===== config.mk =====
export PLATFORM = sky130hd
export DESIGN_NAME = nic_inject_queue
export DESIGN_NICKNAME = d
export VERILOG_FILES = /design/src/rtl/nic_inject_queue.sv
export SDC_FILE = /design/constraint.sdc
export NUM_CORES = 1
export LEC_CHECK = 0
export BUFFER_PORTS_ARGS = -buffer_cell sky130_fd_sc_hd__buf_2
export CELL_PAD_IN_SITES_DETAIL_PLACEMENT = 1
export CELL_PAD_IN_SITES_GLOBAL_PLACEMENT = 2
export CORE_MARGIN = 3
export CORE_UTILIZATION = 42
export CTS_CLUSTER_SIZE = 10
export DETAILED_ROUTE_END_ITERATION = 7
export GPL_TIMING_DRIVEN = 0
export PLACE_DENSITY = 0.87
export SETUP_SLACK_MARGIN = 0.1
export SYNTH_ARGS = -nofsm -noshare
export SYNTH_HDL_FRONTEND = slang
export SYNTH_SLANG_ARGS = --single-unit

===== constraint.sdc =====
create_clock -name clk -period 9.1 [get_ports clk]
set_input_delay 1.82 -clock clk [delete_from_list [all_inputs] [get_ports clk]]
set_output_delay 1.82 -clock clk [all_outputs]
set_load 0.1 [all_outputs]

===== src/rtl/nic_inject_queue.sv =====
// nic_inject_queue: per-node injection stage between a packet generator and the
// router's local injection port. Incoming single-flit packets get this node's
// source coordinates and a 12-bit sequence number stamped into the header. They
// are buffered in a FIFO and offered to the router with a req/ack handshake. An
// end-of-simulation request stops intake, drains the FIFO and then parks in DONE.
//
// Ports:
//   clk, reset     clock; synchronous active-high reset
//   end_sim        level; stop accepting, drain, then raise drain_done
//   my_x, my_y     static node coordinates stamped into src_x/src_y
//   gen_data/push  generator packet and valid; gen_push_ack = accepted this cycle
//   net_data/req   head packet and valid to the router; net_ack pops it
//   q_empty, count FIFO status
//   sent_cnt       packets delivered to the router (wraps)
//   drain_done     high in the DONE state
module nic_inject_queue #(
  parameter int DEPTH = 8,
  parameter int PTR_W = 3
) (
  input  logic             clk,
  input  logic             reset,
  input  logic             end_sim,
  input  logic [2:0]       my_x,
  input  logic [2:0]       my_y,
  input  logic [63:0]      gen_data,
  input  logic             gen_push,
  output logic             gen_push_ack,
  output logic [63:0]      net_data,
  output logic             net_req,
  input  logic             net_ack,
  output logic             q_empty,
  output logic [PTR_W:0]   count,
  output logic [31:0]      sent_cnt,
  output logic             drain_done
);

  localparam logic [1:0] ST_RUN   = 2'd0;
  localparam logic [1:0] ST_DRAIN = 2'd1;
  localparam logic [1:0] ST_DONE  = 2'd2;

  localparam logic [PTR_W:0] FULL_CNT = (PTR_W + 1)'(DEPTH);

  logic [63:0]      r_mem [DEPTH];
  logic [PTR_W-1:0] r_wr_ptr;
  logic [PTR_W-1:0] r_rd_ptr;
  logic [PTR_W:0]   r_count;
  logic [11:0]      r_seq;
  logic [31:0]      r_sent;
  logic [1:0]       r_state;

  logic [1:0]  w_state_nxt;
  logic        w_push;
  logic        w_pop;
  logic        w_full;
  logic [63:0] w_stamped;

  assign w_full = (r_count == FULL_CNT);

  // Gated by reset so nothing is acknowledged while reset is held.
  assign gen_push_ack = gen_push & (r_state == ST_RUN) & ~w_full & ~end_sim & ~reset;
  assign w_push       = gen_push_ack;

  assign net_req  = (r_count != '0);
  assign net_data = r_mem[r_rd_ptr];
  assign w_pop    = net_req & net_ack;

  // dst kept, src overwritten with this node, seq replaces bits 51:40.
  assign w_stamped = {gen_data[63:58], my_x, my_y, r_seq, gen_data[39:0]};

  assign q_empty    = (r_count == '0);
  assign count      = r_count;
  assign sent_cnt   = r_sent;
  assign drain_done = (r_state == ST_DONE);

  always_comb begin
    w_state_nxt = r_state;
    case (r_state)
      ST_RUN:   if (end_sim) w_state_nxt = ST_DRAIN;
      // Evaluated on the registered count, so an already-empty FIFO still
      // spends one cycle here.
      ST_DRAIN: if (r_count == '0) w_state_nxt = ST_DONE;
      ST_DONE:  w_state_nxt = ST_DONE;
      default:  w_state_nxt = ST_RUN;
    endcase
  end

  always_ff @(posedge clk) begin
    if (reset) begin
      r_wr_ptr <= '0;
      r_rd_ptr <= '0;
      r_count  <= '0;
      r_seq    <= '0;
      r_sent   <= '0;
      r_state  <= ST_RUN;
    end else begin
      r_state <= w_state_nxt;
      if (w_push) begin
        r_wr_ptr <= r_wr_ptr + 1'b1;
        r_seq    <= r_seq + 12'd1;
      end
      if (w_pop) begin
        r_rd_ptr <= r_rd_ptr + 1'b1;
        r_sent   <= r_sent + 32'd1;
      end
      case ({w_push, w_pop})
        2'b10:   r_count <= r_count + 1'b1;
        2'b01:   r_count <= r_count - 1'b1;
        default: r_count <= r_count;
      endcase
    end
  end

  // Storage needs no reset: contents are only observed behind a valid count.
  always_ff @(posedge clk) begin
    if (w_push) r_mem[r_wr_ptr] <= w_stamped;
  end

endmodule


# Word-level counts from Yosys, hierarchy flattened
# Memories as Yosys holds them, arrays and structs flattened. A register that Yosys moved wholly into a read port is not among the register bits.
# Cells that the tools add are included.
[word_totals]
out_inout_bits = 104
ramBits = 512
regBits = 56
input_bits = 75
word_cells = 41
memories = 1
[mem_list]
columns = ["memory", "words", "word_bits", "read_ports", "rd_ports_with_merged_regs", "write_ports", "line_no", "text"]
rows = [
  ["r_mem", 8, 64, 1, 1, 1, "43", "logic [63:0] r_mem [DEPTH];"],
]
[op_classes]
eq_ne = 7
n_reduce_logical = 5
n_mux = 8
bitwise_logic = 8
add_sub_neg = 6
[ops]
columns = ["cell", "n"]
rows = [
  ["32-bit by 1-bit adder with 32-bit output (second input constant)", 1],
  ["12-bit by 1-bit adder with 12-bit output (second input constant)", 1],
  ["4-bit case mux with 2 select lines", 1],
  ["3-bit by 1-bit adder with 3-bit output (second input constant)", 2],
  ["3-bit two-way mux", 2],
  ["2-bit case mux with 3 select lines", 1],
  ["1-bit AND", 5],
  ["4-bit by 1-bit adder with 4-bit output (second input constant)", 1],
  ["2-bit by 1-bit equality test with 1-bit output (second input constant)", 2],
  ["2-bit equality test (second input constant)", 2],
  ["4-bit equality test (second input constant)", 1],
  ["4-bit logical NOT", 1],
  ["2-bit two-way mux", 2],
  ["2-bit != test (second input constant)", 2],
  ["4-bit nonzero test", 1],
  ["4-bit by 1-bit subtractor with 4-bit output (second input constant)", 1],
  ["1-bit inverter", 3],
  ["2-bit logical NOT", 1],
  ["1-bit two-way mux", 2],
  ["2-bit AND reduction", 1],
  ["2-bit nonzero test", 1],
]

# Longest topological paths before layout
# Gate-level depths: netlist (run 1).
[logic_depth]
word_depth = 7
ltp_mapped = 13

# Least setup slack after synthesis (run 1)
# No wires, ideal clock.
[synth_timing]
path_kind = "input port to flip-flop"
from = "input port end_sim"
to = "memory r_mem[6][0], enable pin"
path_stages = 5
arrival_ns = 9.062
path_slack_ns = -0.629
path_buffers = 1
setup_time_ns = 0.667
cell_sequence = "nor2b_1 > and3_1 > buf_4 > nand2_1 > nor4b_1"
[synth_via]
elab_chain_cells = 5
[synth_rtl]
columns = ["element", "line_no", "text"]
rows = [
  ["start: declaration", "22", "input logic end_sim,"],
  ["1-bit inverter", "60", "assign gen_push_ack = gen_push & (r_state == ST_RUN) & ~w_full & ~end_sim & ~reset;"],
  ["1-bit AND (2 in a row)", "60", ""],
  ["1-bit two-way mux", "115", "if (w_push) r_mem[r_wr_ptr] <= w_stamped;"],
  ["1-bit two-way mux (implied by the code)", "115", ""],
  ["end: declaration", "43", ""],
]
# Every way passes these cells.

==> results of run 1 <==
==> report_power, final <==
group / internal (mW) / switching, mW / leakage, nW
logic: 0.449 / 1.12 / 2.69
registers: 2.90 / 0.0333 / 5.05
clock network: 1.40 / 1.05 / 0.934
total: 4.74 / 2.20 / 8.67
==> cell usage after synthesis (3+ instances only) <==
cell type | number | area share
xnor2_1 | 16 | 0.0064
or3_1 | 4 | 0.0011
and3_1 | 9 | 0.0026
and4_1 | 6 | 0.0024
mux4_2 | 128 | 0.13
nor3_1 | 3 | 0.00069
edfxtp_1 | 512 | 0.70
mux2_2 | 64 | 0.033
nor4b_1 | 5 | 0.0020
dfxtp_1 | 59 | 0.054
nand2_1 | 24 | 0.0041
nor2_1 | 52 | 0.0089
clkbuf_1 | 30 | 0.0051
buf_1 | 3 | 0.00051
buf_2 | 15 | 0.0034
inv_1 | 5 | 0.00086
ha_1 | 11 | 0.0063
nand3_1 | 13 | 0.0030
a21oi_1 | 7 | 0.0016
xor2_1 | 31 | 0.012
nand4_1 | 17 | 0.0049
nor4_1 | 9 | 0.0026
mux2i_1 | 5 | 0.0023
o21ai_0 | 5 | 0.0011
==> metrics by stage <==
step           area [um^2]  setup WS (ns)
2_1_floorplan        21900         -0.495
3_3_place_gp         23600          -7.24
3_5_place_dp         24300           3.96
4_1_cts              26300           3.88
5_1_grt              26300           3.84
6_report             26300           3.93
==> cell families (layout without fill, tap and decap cells) <==
group           Yosys count  in the layout  synth area share
xor+xnor                 47             47            0.0188
buf+inv                  54            391            0.0103
simple gates            154            154            0.0376
compound gates           15             15           0.00468
other cells               0              5                 0
fa+ha+maj                11             11           0.00628
flops                   571            571             0.756
mux                     197            197             0.167
==> flip-flops by register name, indices dropped and copies added (netlist names), named ones only <==
register,cells
r_state,2
r_rd_ptr,3
r_mem,512
r_seq,12
sent_cnt,32
r_wr_ptr,3
count,4
==> metal layers <==
metal,vias up,share of wire,GRT usage
li1,4902,-,-
met1,6108,0.40,0.259
met2,437,0.52,0.356
met3,87,0.070,0.0493
met4,4,0.019,0.0587
met5,-,0.00049,0
==> worst max-delay path: cells and delay by family (launching register included) <==
| kind | cells | cell delay [ns] |
|---|---|---|
| multiplexers | 2 | 0.75 |
| flip-flops | 1 | 0.39 |
| buffers and inverters | 3 | 1.59 |
==> worst paths after layout <==
path | end | slack [ns] | cells past startpoint
worst max register to register | r_mem[3][34] | 5.72 | 11
worst max-delay path | net_data[43] | 3.93 | 5
worst min-delay path | sent_cnt[31] | 0.51 | 2
worst min register to register | sent_cnt[31] | 0.51 | 2
==> final cells by class <==
class | instances | area share
Clock inverter | 10 | 0.00452
Tap cell | 680 | 0.0324
Buffer | 49 | 0.00786
Inverter | 5 | 0.000714
Timing Repair Buffer | 236 | 0.0572
Multi-Input combinational cell | 424 | 0.198
Antenna cell | 5 | 0.000476
Clock buffer | 91 | 0.0688
Sequential cell | 571 | 0.630
==> cells in the final DEF, fill, tap and decap left out, types with 4 or more instances in the layout <==
cell type,n
edfxtp_1,512
buf_2,175
mux4_2,128
clkbuf_16,69
mux2_2,64
dfxtp_1,59
buf_4,53
nor2_1,52
clkbuf_1,52
xor2_1,31
nand2_1,24
nand4_1,17
xnor2_1,16
nand3_1,13
buf_6,13
ha_1,11
buf_8,11
and3_1,9
a21oi_1,7
and4_1,6
nor4_1,6
diode_2,5
mux2i_1,5
inv_1,5
o21ai_0,5
or3_1,4
inv_16,4
==> impl_metrics.tcl, run 1 <==
set metrics [dict create \
    syn_area_per_cell_um2 20.9 \
    firstDrtPassIters 5 \
    holdBufCountCts 0 \
    path_clk_slew_ns 0.05 \
    final_nets 1441 \
    cts_tree "done" \
    synth_edf_count 512 \
    antenna_found_initial 5 \
    period_share 0.568 \
    clk_latency_ns 0.61 \
    cts_buffers 68 \
    core_um2 51500 \
    grt_pass1_wl_um 82900 \
    ys_async_sr_fraction 0 \
    max_slew_margin 0.349 \
    worstPathArrival_ns 3.35 \
    hold_ws_ns 0.511 \
    critPathKind "reg -> out" \
    grt_pass1_vias 12580 \
    fin_crit_ns 5.17 \
    cts_num_sinks 571 \
    seqCellArea_um2 16600 \
    grt_usage 0.205 \
    initial_core_util 0.425 \
    die_x_um 234 \
    drt-initial-drc-count 960 \
    ys_seq_area_frac 0.756 \
    final_hold_viol_count 0 \
    cp_slowest_cell "clkbuf_1" \
    die_h_um 234 \
    cts_root_buffer "clkbuf_16" \
    syn_area_um2 21900 \
    fin_setup_tns_ns 0 \
    start_kind "flip-flop" \
    hold_class "reg -> reg" \
    grt_max_degree 14 \
    hold_start "sent_cnt[31]" \
    gp_congestion 0.762 \
    post-cts-setup-buffers 0 \
    required_ns 7.28 \
    p_per_area_nw_per_um2 264 \
    syn2layout_area_growth_pct 19.9 \
    cpMostUsedCell "clkbuf_1" \
    drtAntennaViolNets 0 \
    worstPathCellList "clkbuf_1, clkbuf_1, mux4_2, mux2_2, buf_2" \
    drc_errors 0 \
    rows 83 \
    cts_resized 0 \
    synth_cell_types 36 \
    ios 179 \
    synth_ff_type "edfxtp_1" \
    status "finished clean" \
    tightest_slew_ns 0.968 \
    layout.cells.non_filler 2071 \
    postSynthCellCount 1049 \
    routedWlPerCell_um 26.8 \
    vdd_drop_max_mv 0.190 \
    io_buffers 160 \
    synth_fp_nets 1135 \
    cts_max_level 3 \
    multi_input_comb_area_um2 5200 \
    finalSetupViolCount 0 \
    grt_setup_unrepaired "no" \
    clock.fmax_mhz 193 \
    p_total_mw 6.95 \
    fin_util 0.510 \
    drv_cap 0 \
    r2r_start "r_state[0]" \
    dieArea_um2 54900 \
    critPathCaptureType "output pin" \
    ys_warn_count 0 \
    fin_skew_ns 0.0196 \
    grt-ovfl-total 0 \
    clock_path_buffers 3 \
    hpwl_um 34800 \
    post_drt_via_cell_ratio 5.57 \
    routed-via-count 11538 \
    max_stage_delay_ns 0.72 \
    path_max_fanout 10 \
    drive_above_1_share 0.385 \
    leakagePower_nw 8.67 \
    finalMaxSlewViolations 0 \
    nFillCells 4783 \
    placedCellCount 1965 \
    ys_ff_latch 571 \
    drt-total-wl_um 55500 \
]
No activity file was read; power rests on OpenSTA's default activity.
==> run 2, diff against run 1 <==
Settings changed: CORE_UTILIZATION 42 to 46, PLACE_DENSITY 0.87 to 0.9.
Clock period 9.1 ns to 4.95 ns, I/O delays scaled along.
==> impl_metrics.tcl, run 2 (synthesis gave the netlist of run 1 again) <==
set metrics [dict create \
    drc_errors 0 \
    clock.fmax_mhz 236 \
    period_share 0.857 \
    drive_above_1_share 0.376 \
    routedWlPerCell_um 27.0 \
    syn2layout_area_growth_pct 19.8 \
    holdBufCountCts 0 \
    required_ns 3.96 \
    firstDrtPassIters 5 \
    timing.final.ws_setup_ns 0.708 \
    clk_latency_ns 0.60 \
    p_seq_frac 0.423 \
    ios 179 \
    dieArea_um2 50300 \
    antenna_found_initial 9 \
    path_max_fanout 10 \
    grt_max_degree 14 \
    postLayoutCellArea_um2 26200 \
    vdd_drop_max_mv 0.547 \
    cts_num_sinks 571 \
    cts_root_buffer "clkbuf_16" \
    start_kind "flip-flop" \
    grt_usage 0.215 \
    rows 79 \
    cts_resized 0 \
    hpwl_um 34500 \
    cts_max_level 3 \
    clock_path_buffers 3 \
    grt_setup_unrepaired "no" \
    worstPathArrival_ns 3.25 \
    initial_core_util 0.469 \
    grt-ovfl-total 0 \
    finalMaxSlewViolations 0 \
    drtAntennaViolNets 0 \
    critPathKind "reg -> out" \
    leakagePower_nw 8.63 \
    drt-initial-drc-count 941 \
    post-cts-setup-buffers 0 \
    hold_class "reg -> reg" \
    nFillCells 4065 \
    pwr-share-comb 0.226 \
    swShare 0.308 \
    drt-total-wl_um 53100 \
    fin_util 0.561 \
    post-place-ws_ns 1.18 \
    io_buffers 160 \
    grt_pass1_wl_um 80400 \
    placed_area_um2 24300 \
    fin_crit_ns 4.24 \
    critPathCaptureType "output pin" \
    die_h_um 224 \
    p_per_area_nw_per_um2 486 \
    path_clk_slew_ns 0.05 \
    fin_skew_ns 0.0189 \
    grt_pass1_vias 12469 \
    gp_congestion 0.731 \
    post_drt_via_cell_ratio 5.79 \
    final_hold_viol_count 0 \
    largest_register "r_mem" \
    cts_buffers 68 \
    core_um2 46800 \
    fin_setup_tns_ns 0 \
    final_nets 1416 \
    status "finished clean" \
    max_slew_margin 0.338 \
    routed-via-count 11377 \
    die_x_um 224 \
    power.share.clock 0.351 \
    p_sw_mw 3.93 \
    finalSetupViolCount 0 \
    cts_tree "done" \
    p_total_mw 12.8 \
    largest_reg_flops 512 \
    p_int_mw 8.83 \
    tightest_slew_ns 0.988 \
    layout_common_cells "edfxtp_1, buf_2, mux4_2" \
    drv_cap 0 \
    layout_commonest_cell "edfxtp_1" \
]
## run 2: per-layer routing
layer	up-vias	global-route usage	wire length, um
met4	10	0.0646	1180
met5	-	0	61
li1	4829	-	-
met2	420	0.355	26300
met3	94	0.0484	3610
met1	6024	0.289	22000
## run 2: power groups by stage
stage	logic (mW)	clock network [mW]	registers [mW]
floorplan	2.28	0	5.55
global placement	2.83	0	5.49
detailed placement	2.90	0	5.49
CTS	2.92	4.58	5.39
global route	3.03	4.78	5.40
finish	2.89	4.48	5.39
## run 2: cell type report
type	count	area (um^2)	area share
multi-input combinational	424	5250	0.200
clock inverter	8	96.3	0.00367
antenna	4	10.0	0.000381
sequential	571	16600	0.631
buffer	49	206	0.00787
timing repair buffer	211	1490	0.0566
tap	607	759	0.0289
clock buffer	87	1860	0.0708
inverter	5	18.8	0.000715
## run 2: stage by stage
stage,hold WS (ns),instances
after global routing,0.539,1965
final,0.499,1966
after detailed placement,0.489,1867
after floorplan,0.454,1049
after global placement,0.464,1816
after CTS,0.502,1962
## run 2: final timing paths
| kind | cells past startpoint | to | startpoint | slack, ns |
|---|---|---|---|---|
| worst max-delay path | 5 | net_data[46] | flip-flop | 0.71 |
| worst min-delay path | 2 | sent_cnt[31] | sent_cnt[31] | 0.50 |
| worst max register to register | 9 | r_mem[5][19] | r_state[0] | 1.68 |
| worst min register to register | 2 | sent_cnt[31] | sent_cnt[31] | 0.50 |
## run 2: critical path, cell delays in order (launching register included)
cell      delay [ns]
dfxtp_1         0.38
clkbuf_1        0.60
clkbuf_1        0.63
mux4_2          0.44
mux2_2          0.31
buf_2           0.30
==> run 3, diff against run 2 <==
Clock period 4.95 ns to 4 ns, I/O delays scaled along.
==> impl_metrics.tcl, run 3 (synthesis gave the netlist of run 1 again) <==
set metrics [dict create \
    status "finished clean" \
    path_max_fanout 10 \
    postLayoutCellArea_um2 26200 \
    swShare 0.307 \
    period_share 0.942 \
    cts_num_sinks 571 \
    drt-initial-drc-count 1063 \
    drtAntennaViolNets 0 \
    grt_setup_unrepaired "no" \
    routed-via-count 11435 \
    tightest_slew_ns 1.07 \
    finalSetupViolCount 0 \
    io_buffers 160 \
    post_drt_via_cell_ratio 5.84 \
    final_hold_viol_count 0 \
    fin_skew_ns 0.0246 \
    clock.fmax_mhz 265 \
    cts_max_level 3 \
    layout_common_cells "edfxtp_1, buf_2, mux4_2" \
    grt_max_degree 14 \
    hold_class "in -> reg" \
    fin_crit_ns 3.77 \
    p_seq_frac 0.429 \
    ios 179 \
    largest_reg_flops 512 \
    largest_register "r_mem" \
    holdBufCountCts 0 \
    hpwl_um 33700 \
    final_nets 1416 \
    routedWlPerCell_um 27.0 \
    cts_buffers 67 \
    start_kind "flip-flop" \
    cts_tree "done" \
    p_per_area_nw_per_um2 596 \
    grt_usage 0.214 \
    drive_above_1_share 0.392 \
    clk_latency_ns 0.59 \
    dieArea_um2 50300 \
    pwr-share-comb 0.228 \
    critPathKind "reg -> out" \
    critPathCaptureType "output pin" \
    grt-ovfl-total 0 \
    grt_pass1_wl_um 80300 \
    finalMaxSlewViolations 0 \
    vdd_drop_max_mv 0.412 \
    drv_cap 0 \
    power.share.clock 0.343 \
    rows 79 \
    antenna_found_initial 6 \
    syn2layout_area_growth_pct 19.4 \
    drc_errors 0 \
    required_ns 3.20 \
    nFillCells 4121 \
    die_x_um 224 \
    placed_area_um2 24300 \
    drt-total-wl_um 52800 \
    cts_root_buffer "clkbuf_16" \
    path_clk_slew_ns 0.06 \
    gp_congestion 0.765 \
    layout_commonest_cell "edfxtp_1" \
    worstPathArrival_ns 2.97 \
    firstDrtPassIters 7 \
    p_sw_mw 4.78 \
    core_um2 46800 \
    max_slew_margin 0.284 \
    seqCellArea_um2 16600 \
    p_total_mw 15.6 \
    die_h_um 224 \
    grt_pass1_vias 12406 \
    initial_core_util 0.469 \
    multi_input_comb_area_um2 5270 \
    clock_path_buffers 3 \
    hold_ws_ns 0.493 \
    p_int_mw 10.8 \
    leakagePower_nw 8.62 \
]
[run 3: routing by layer]
metal  GRT usage  vias to the layer above  part of all wire
li1            -                     4824                 -
met1       0.288                     6054              0.41
met2       0.361                      461              0.51
met3      0.0412                       90             0.064
met4      0.0634                        6             0.022
met5           0                        -           0.00072
[run 3: final timing paths]
path,start,to,slack (ns),cells after the start
max,flip-flop,net_data[48],0.23,4
min,gen_data[25],r_mem[7][25],0.49,1
max reg2reg,count[1],count[2],0.98,12
min reg2reg,sent_cnt[31],sent_cnt[31],0.50,2
[run 3: through the flow]
| step | worst slack (ns) | TNS, ns | std cells | utilization |
|---|---|---|---|---|
| after floorplan | 0.0576 | 0 | 1049 | - |
| after global placement | -2.24 | -1027.88 | 1816 | 0.505 |
| after detailed placement | 0.480 | 0 | 1868 | 0.519 |
| after CTS | 0.112 | 0 | 1954 | 0.559 |
| after global routing | 0.112 | 0 | 1956 | 0.560 |
| final | 0.232 | 0 | 1957 | 0.560 |
[run 3: final cells by class]
cell class | instances | share of cell area
diodes | 3 | 0.000287
plain buffers | 49 | 0.00889
clock buffers | 84 | 0.0702
clock inverters | 2 | 0.000526
inverters | 5 | 0.000717
multi-input cells | 424 | 0.201
flip-flops and latches | 571 | 0.633
well taps | 607 | 0.0290
repair buffers | 212 | 0.0557
[run 3: what timing repair did]
action / CTS / global route
buffers inserted: 0 / 0
setup endpoints to repair: 64 / 3
resized for setup: 13 / 3
[run 3: critical path: stages, from the launching register on]
cell and delay [ns]:
dfxtp_1 0.31, buf_1 0.59, clkbuf_1 0.70, mux2_2 0.31
buf_2 0.46
[run 3: power by group through the flow]
stage / sequential [mW] / combinational [mW] / clock, mW
2_1_floorplan: 6.88 / 2.83 / 0
3_3_place_gp: 6.80 / 3.51 / 0
3_5_place_dp: 6.80 / 3.57 / 0
4_1_cts: 6.68 / 3.61 / 5.46
5_1_grt: 6.69 / 3.74 / 5.71
6_report: 6.68 / 3.56 / 5.35
